===== src/rtl/fifo_drain_qam64_ctrl_if.sv =====
// Handshake bundle between the byte FIFO read side, the controller and the QAM-64 mapper.
// The master side is the environment; the slave side is the drain controller.
interface fifo_drain_qam64_ctrl_if;
    logic        en;
    logic        flush_req;
    logic        fifo_empty;
    logic [7:0]  fifo_data;
    logic        fifo_rd_en;
    logic        sym_valid;
    logic        sym_ready;
    logic [5:0]  sym_data;
    logic        sym_pad;
    logic [15:0] sym_count;
    logic        busy;

    modport master (
        output en, flush_req, fifo_empty, fifo_data, sym_ready,
        input  fifo_rd_en, sym_valid, sym_data, sym_pad, sym_count, busy
    );

    modport slave (
        input  en, flush_req, fifo_empty, fifo_data, sym_ready,
        output fifo_rd_en, sym_valid, sym_data, sym_pad, sym_count, busy
    );
endinterface


===== src/rtl/fifo_drain_qam64_ctrl.sv =====
// Drains bytes from a CDC FIFO into 6-bit QAM-64 symbols, oldest bit first.
// Starved partial symbols are zero-padded and flushed after a timeout or on request.
module fifo_drain_qam64_ctrl #(
    parameter int unsigned IDLE_TIMEOUT = 16
) (
    input logic                    read_clk,
    input logic                    read_rst,
    fifo_drain_qam64_ctrl_if.slave bus
);
    typedef enum logic [1:0] {StIdle, StFill, StFlush} state_e;

    localparam logic [7:0] Timeout = 8'(IDLE_TIMEOUT);

    state_e      state_q, state_d;
    logic [15:0] acc_q, acc_d;
    logic [4:0]  cnt_q, cnt_d;
    logic        pending_q, pending_d;
    logic [7:0]  starve_q, starve_d;
    logic [15:0] sym_count_q, sym_count_d;

    logic        rd_en, sym_valid, xfer, flush_go, partial;
    logic [15:0] acc_pop;
    logic [4:0]  cnt_pop;

    always_comb begin
        rd_en     = !read_rst && bus.en && !bus.fifo_empty && !pending_q &&
                    (cnt_q <= 5'd7) && (state_q != StFlush);
        sym_valid = !read_rst && ((cnt_q >= 5'd6) || (state_q == StFlush));
        xfer      = sym_valid && bus.sym_ready;
        partial   = (cnt_q >= 5'd1) && (cnt_q <= 5'd5) && !pending_q;
        // A read issued this cycle refills the partial symbol, so it wins over flushing.
        flush_go  = (state_q == StFill) && partial && !rd_en &&
                    ((starve_q == Timeout) || bus.flush_req);

        acc_pop = acc_q;
        cnt_pop = cnt_q;
        if (xfer) begin
            if (state_q == StFlush) begin
                acc_pop = '0;
                cnt_pop = '0;
            end else begin
                acc_pop = acc_q << 6;
                cnt_pop = cnt_q - 5'd6;
            end
        end

        // Bits below cnt are kept zero, so the returning byte can simply be OR-ed in.
        acc_d = acc_pop;
        cnt_d = cnt_pop;
        if (pending_q) begin
            acc_d = acc_pop | ({bus.fifo_data, 8'h00} >> cnt_pop);
            cnt_d = cnt_pop + 5'd8;
        end
        pending_d = rd_en;

        state_d = state_q;
        if (state_q == StFlush) begin
            if (xfer) state_d = StIdle;
        end else if (flush_go) begin
            state_d = StFlush;
        end else if ((cnt_d != 5'd0) || pending_d) begin
            state_d = StFill;
        end else begin
            state_d = StIdle;
        end

        sym_count_d = sym_count_q + (xfer ? 16'd1 : 16'd0);

        starve_d = starve_q;
        if (rd_en || xfer || (state_d != state_q)) begin
            starve_d = '0;
        end else if ((state_q == StFill) && partial && bus.fifo_empty &&
                     (starve_q != Timeout)) begin
            starve_d = starve_q + 8'd1;
        end
    end

    always_ff @(posedge read_clk) begin
        if (read_rst) begin
            state_q     <= StIdle;
            acc_q       <= '0;
            cnt_q       <= '0;
            pending_q   <= 1'b0;
            starve_q    <= '0;
            sym_count_q <= '0;
        end else begin
            state_q     <= state_d;
            acc_q       <= acc_d;
            cnt_q       <= cnt_d;
            pending_q   <= pending_d;
            starve_q    <= starve_d;
            sym_count_q <= sym_count_d;
        end
    end

    assign bus.fifo_rd_en = rd_en;
    assign bus.sym_valid  = sym_valid;
    assign bus.sym_data   = read_rst ? 6'd0 : acc_q[15:10];
    assign bus.sym_pad    = !read_rst && (state_q == StFlush);
    assign bus.sym_count  = sym_count_q;
    assign bus.busy       = !read_rst && ((state_q != StIdle) || pending_q);
endmodule


===== src/flat_wrapper.sv =====
// flat-port wrapper written by rule: the top's interface ports become plain ports
module fifo_drain_qam64_ctrl_flat 
#(
    parameter int unsigned IDLE_TIMEOUT = 16
)
  (read_clk, read_rst, bus_en, bus_flush_req, bus_fifo_empty, bus_fifo_data, bus_sym_ready, bus_fifo_rd_en, bus_sym_valid, bus_sym_data, bus_sym_pad, bus_sym_count, bus_busy);
  fifo_drain_qam64_ctrl_if bus_i ();
  input logic read_clk;
  input logic read_rst;
  input wire logic [$bits(bus_i.en)-1:0] bus_en;
  input wire logic [$bits(bus_i.flush_req)-1:0] bus_flush_req;
  input wire logic [$bits(bus_i.fifo_empty)-1:0] bus_fifo_empty;
  input wire logic [$bits(bus_i.fifo_data)-1:0] bus_fifo_data;
  input wire logic [$bits(bus_i.sym_ready)-1:0] bus_sym_ready;
  output wire logic [$bits(bus_i.fifo_rd_en)-1:0] bus_fifo_rd_en;
  output wire logic [$bits(bus_i.sym_valid)-1:0] bus_sym_valid;
  output wire logic [$bits(bus_i.sym_data)-1:0] bus_sym_data;
  output wire logic [$bits(bus_i.sym_pad)-1:0] bus_sym_pad;
  output wire logic [$bits(bus_i.sym_count)-1:0] bus_sym_count;
  output wire logic [$bits(bus_i.busy)-1:0] bus_busy;
  assign bus_i.en = bus_en;
  assign bus_i.flush_req = bus_flush_req;
  assign bus_i.fifo_empty = bus_fifo_empty;
  assign bus_i.fifo_data = bus_fifo_data;
  assign bus_i.sym_ready = bus_sym_ready;
  assign bus_fifo_rd_en = bus_i.fifo_rd_en;
  assign bus_sym_valid = bus_i.sym_valid;
  assign bus_sym_data = bus_i.sym_data;
  assign bus_sym_pad = bus_i.sym_pad;
  assign bus_sym_count = bus_i.sym_count;
  assign bus_busy = bus_i.busy;
  fifo_drain_qam64_ctrl #(.IDLE_TIMEOUT(IDLE_TIMEOUT)) u_core (.read_clk(read_clk), .read_rst(read_rst), .bus(bus_i));
endmodule

===== config.mk =====
export PLATFORM = sky130hd
export DESIGN_NAME = fifo_drain_qam64_ctrl_flat
export DESIGN_NICKNAME = d
export VERILOG_FILES = /design/src/rtl/fifo_drain_qam64_ctrl_if.sv /design/src/rtl/fifo_drain_qam64_ctrl.sv /design/src/flat_wrapper.sv
export SDC_FILE = /design/constraint.sdc
export NUM_CORES = 1
export LEC_CHECK = 0
export ABC_AREA = 1
export BUFFER_PORTS_ARGS = -buffer_cell sky130_fd_sc_hd__buf_2
export CORE_AREA = 2 2 77 79
export DETAILED_ROUTE_END_ITERATION = 6
export DIE_AREA = 0 0 79 81
export GPL_ROUTABILITY_DRIVEN = 0
export PLACE_DENSITY = 0.74
export SETUP_SLACK_MARGIN = 0.4
export SLEW_MARGIN = 20
export SYNTH_ARGS = -nofsm -noshare
export SYNTH_HDL_FRONTEND = slang
export SYNTH_SLANG_ARGS = --single-unit

===== constraint.sdc =====
create_clock -name read_clk -period 3.4 [get_ports read_clk]
set_clock_uncertainty 0.1 [all_clocks]
set_input_delay 0.68 -clock read_clk [delete_from_list [all_inputs] [get_ports read_clk]]
set_output_delay 0.68 -clock read_clk [all_outputs]
set_load 0.03 [all_outputs]

# ---- Word level (Yosys, flattened, before mapping)
# Index checks and enable logic that the tools add are counted.
dict set report op_classes {
  add_sub_neg 4
  order_cmp 4
  eq_ne 6
  shifts 1
  n_mux 12
  n_bitwise 1
  reduce_logical 29
}
# operator n
set ops {}
lappend ops {{$mux W16} 3}
lappend ops {{$add A16 B16 Y16} 1}
lappend ops {{$logic_and A1 B1 Y1} 16}
lappend ops {{$or A16 B16 Y16} 1}
lappend ops {{$shr A16 B5 Y16} 1}
lappend ops {{$mux W5} 3}
lappend ops {{$le A5 B3 Y1 const B} 2}
lappend ops {{$add A8 B1 Y8 const B} 1}
lappend ops {{$eq A8 B5 Y1 const B} 1}
lappend ops {{$ne A8 B5 Y1 const B} 1}
lappend ops {{$logic_or A1 B1 Y1} 6}
lappend ops {{$mux W2} 3}
lappend ops {{$mux W6} 1}
lappend ops {{$add A5 B4 Y5 const B} 1}
lappend ops {{$ge A5 B1 Y1 const B} 1}
lappend ops {{$ge A5 B3 Y1 const B} 1}
lappend ops {{$reduce_bool A5 Y1} 1}
lappend ops {{$sub A5 B3 Y5 const B} 1}
lappend ops {{$logic_not A1 Y1} 4}
lappend ops {{$eq A2 B1 Y1 const B} 1}
lappend ops {{$eq A2 B2 Y1 const B} 1}
lappend ops {{$mux W1} 2}
lappend ops {{$ne A2 B2 Y1} 1}
lappend ops {{$ne A2 B2 Y1 const B} 1}
lappend ops {{other kinds (2)} 2}
dict set report word_totals {
  regBits 48
  in_bits 14
  output_inout_bits 26
}

# ---- Longest topological paths before layout
dict set report depth {
  depth_word 15
  depth_mapped 21
}

# ---- Least setup slack after synthesis
# Ideal clock, no wire load.
dict set report synth_timing {
  kind {input port to flip-flop}
  from {in read_rst}
  to {reg u_core.sym_count_q[14], in the netlist u_core.bus.sym_count[14]}
  arrival_time_ns 2.782
  path_slack_ns 0.387
  stages 18
  path_buffers 2
  path_cell_list {buf_2 inv_1 nand3_4 buf_6 inv_2 ha_1 ha_1 nand2_1 inv_1 nand2_1 nor3_1 nand2_1 nor3_2 nand3_1 nor3_1 nand2_1 nor2_1 nor3_1}
}
dict set report synth_between {
  elab_chain_len 5
}
# element line
set synth_lines {}
lappend synth_lines {{from (decl)} flat_wrapper.sv:9} ;# input logic read_rst;
lappend synth_lines {{$logic_not A1 Y1} fifo_drain_qam64_ctrl.sv:28} ;# sym_valid = !read_rst && ((cnt_q >= 5'd6) || (state_q == StFlush));
lappend synth_lines {{$logic_and A1 B1 Y1} fifo_drain_qam64_ctrl.sv:28}
lappend synth_lines {{$logic_and A1 B1 Y1} fifo_drain_qam64_ctrl.sv:29} ;# xfer = sym_valid && bus.sym_ready;
lappend synth_lines {{$mux W1} fifo_drain_qam64_ctrl.sv:67} ;# sym_count_d = sym_count_q + (xfer ? 16'd1 : 16'd0);
lappend synth_lines {{$add A16 B16 Y16} fifo_drain_qam64_ctrl.sv:67}
lappend synth_lines {{to (signal assigned)} fifo_drain_qam64_ctrl.sv:92} ;# sym_count_q <= sym_count_d;
lappend synth_lines {{to (decl)} fifo_drain_qam64_ctrl.sv:19} ;# logic [15:0] sym_count_q, sym_count_d;
# Parallel ways exist; a longest one is shown, timed or not.
# A chain may end at the register's enable or synchronous reset.

# ---- Worst setup path in the final report
dict set report layout_timing {
  from {reg u_core.state_q[1]}
  to {reg u_core.sym_count_q[14], in the netlist u_core.bus.sym_count[14]}
}
dict set report layout_between {
  elab_chain_len 6
}
# element line
set layout_lines {}
lappend layout_lines {{from (decl)} fifo_drain_qam64_ctrl.sv:14} ;# state_e state_q, state_d;
lappend layout_lines {{from (signal assigned)} fifo_drain_qam64_ctrl.sv:80} ;# state_q <= StIdle;
lappend layout_lines {{from (signal assigned)} fifo_drain_qam64_ctrl.sv:87} ;# state_q <= state_d;
lappend layout_lines {{$eq A2 B2 Y1} fifo_drain_qam64_ctrl.sv:28}
lappend layout_lines {{$logic_or A1 B1 Y1} fifo_drain_qam64_ctrl.sv:28}
lappend layout_lines {{$logic_and A1 B1 Y1} fifo_drain_qam64_ctrl.sv:28}
lappend layout_lines {{$logic_and A1 B1 Y1} fifo_drain_qam64_ctrl.sv:29}
lappend layout_lines {{$mux W1} fifo_drain_qam64_ctrl.sv:67}
lappend layout_lines {{$add A16 B16 Y16} fifo_drain_qam64_ctrl.sv:67}
# No other way between the ends.

==> results.md <==
* Crit path DAT at 2.89 ns
* Port bufs at 39
* Clock-pin slew on the worst setup and hold paths at 0.09 ns
* Area delta synth->final at 14.4%
* Synth warn at 0
* Final period util at 82.8%
* First-pass GRT wire length at 10600 um
* Final net count at 499
* Die ar. at 6400 um2
* Placed cells at 542
* Clk Latency, worst-skew pair at 0.30 ns
* Crit. End Element: flop
* H-tree depth at 2
* # Max-Cap Violations at 0
* # diodes at 0
* Clock sink count at 48
* HP Class: flop to flop
* Commonest non-fill, non-tap cell in the layout: nand2_1
* Status: finished, final reports clean
* # rows at 28
* Mapped Cells at 438
* Endpoints failing setup at 0
* Post-DP HPWL at 4800 um
* Initial Utilization at 51.7%
* Syn Nets at 460
* RSZ-0062 raised after global routing: no
* Core area at 5680 um2
* Setup_tns at 0 ns
* Most frequent cells in the layout: nand2_1 (104), inv_1 (53), nor2_1 (52), dfxtp_1 (46), buf_2 (39)
* Pwr/cell area at 343 nW/um2
* Post-detailed-route count of antenna-violating nets at 0
* Fin area at 3360 um2
* CTS max path bufs at 2
* Final Hold Vio Count at 0
* Largest area contributor in the synthesized netlist: dfxtp_1
* Post-DP Area at 3170 um2
* Leading post-synthesis cells by cell area: dfxtp_1 (33%), nand2_1 (14%), inv_1 (7.0%), nor2_1 (6.6%), a21oi_1 (4.3%)
* Non-Filler Instances at 553
* Total gr overflow at 0
* Max-slew violations at 0
* Vias/cell at 5.17
* F_max at 355 MHz
* Worst-Margin Slew at 0.424 ns
* Root Buffer: clkbuf_8
* CTS Buf Count at 5
* Vias at 2858
* Die extent in x at 79 um
* Seq/Total Area, Yosys at 32.7%
* Total iterations of the first detailed-routing run at 5
* Total power at 1150 uW
* Routed wire length at 6610 um
* Die Ht at 81 um
* Post-CTS Hold Fix Bufs at 0
* Worst vdd ir at 0.000202 V
* Total GRT Usage at 20.5%
* Pin count of the biggest net entering global routing at 44
* Yosys cell types at 33
* Share of cells above drive strength 1 at 21.8%
* Synthesized flop and latch total at 48
* Setup CP Type: flop to flop
* CTS tree: yes
* Ports at 40
* Routed length per placed instance at 11.9 um
* Synthesized cell area at 2940 um2
* Post-synth EDFFs at 0
* Post-layout minimum cycle time at 2.82 ns
* Syn_area_per_cell at 6.70 um2
* FFs w/ async S/R, synth at 0%
* Layout Utilization at 59.2%
* Starting DRT DRC Count at 143
* Crit-path max FO at 6
* Initial antenna violation count at 0
* Vias in the first global route at 2472
* Ys flop type: dfxtp_1
* Startpoint type of the worst setup path: flop
* P_leak at 0.00151 uW
* Post-synth top area share at 32.7%
* DRC at 0
* Relative slew slack at 71.4%
* Crit path required time at 3.48 ns
## final timing paths
check	startpoint	endpoint	slack [ns]	cells past startpoint
max	u_core.state_q[1]	u_core.bus.sym_count[14]	0.58	19
min	u_core.acc_q[2]	u_core.acc_q[2]	0.37	2
min reg2reg	u_core.acc_q[2]	u_core.acc_q[2]	0.37	2
max reg2reg	u_core.state_q[1]	u_core.bus.sym_count[14]	0.58	19
## routing by layer
| metal | GRT usage (%) | share of wire [%] | vias up |
|---|---|---|---|
| li1 | - | - | 1494 |
| met1 | 24.3 | 44 | 1289 |
| met2 | 37.5 | 51 | 64 |
| met3 | 4.00 | 3.4 | 11 |
| met4 | 6.38 | 1.3 | 0 |
| met5 | 0 | 0 | - |
## Yosys cell counts, types with 4 or more instances
cell	count
inv_2	6
nor3_1	13
nor2_2	4
nand2_1	106
dfxtp_1	48
nor2_4	4
nand3_1	24
nor2_1	52
xor2_1	4
a22oi_1	9
nand3_2	4
clkbuf_1	5
o21ai_0	14
inv_1	55
buf_2	4
o21ai_2	5
a21oi_1	25
xnor2_1	5
o21ai_1	4
nand2_2	6
nand4_1	11
ha_1	8
nand2_4	4
## critical path, stage by stage, from the launching register on
cell	delay [ns]
dfxtp_1	0.43
nand2_4	0.12
inv_4	0.10
nor2_4	0.05
nand2_4	0.09
nand3_4	0.07
inv_2	0.08
ha_2	0.17
ha_2	0.17
nand2_1	0.06
inv_2	0.07
nand2_2	0.07
nor3_4	0.21
nand2_2	0.11
nor3_4	0.22
nand3_2	0.14
nor3_4	0.23
nand2_1	0.07
nor2_1	0.08
nor3_1	0.05
## registers in the layout, summed over array words and instances, names as in the netlist
| signal | cells |
|---|---|
| u_core.cnt_q | 5 |
| u_core.acc_q | 16 |
| u_core.bus.sym_count | 16 |
| u_core.pending_q | 1 |
| u_core.starve_q | 8 |
| u_core.state_q | 2 |
## where the power goes
group          internal [uW]  leakage (uW)  switching, uW
clock network            167     0.0000516            195
registers                573      0.000389           11.8
logic                   66.7       0.00107            140
total                    806       0.00151            346
## layout make-up
cell class,count,area (um2)
fillers,569,2310
multi-input cells,314,1720
flip-flops and latches,48,968
repair buffers,45,240
inverters,63,239
well taps,75,93.8
clock buffers,6,82.6
clock inverters,2,13.8
## repair_timing
action,4_1_cts,5_1_grt
endpoints found under the setup margin,0,4
gates resized for setup,0,19
setup buffers,0,3
## logic make-up (layout without fill, tap and decap cells)
logic type               Yosys count  in the layout  share of synthesized area (%)
flip-flops                        48             48                           32.7
AND/OR/NAND/NOR                  234            234                           37.7
XOR/XNOR                           9              9                           2.68
AO/OA/AOI/OAI                     63             63                           12.6
buffers and inverters             76            116                           10.9
adder cells (fa/ha/maj)            8              8                           3.41
## per-stage QoR
step	setup slack (ns)	hold slack, ns
after global placement	0.601	0.356
after global routing	0.381	0.394
after floorplan	0.447	0.345
after CTS	0.411	0.373
final	0.585	0.369
after detailed placement	0.427	0.359
(Power assumes the default switching activity.)
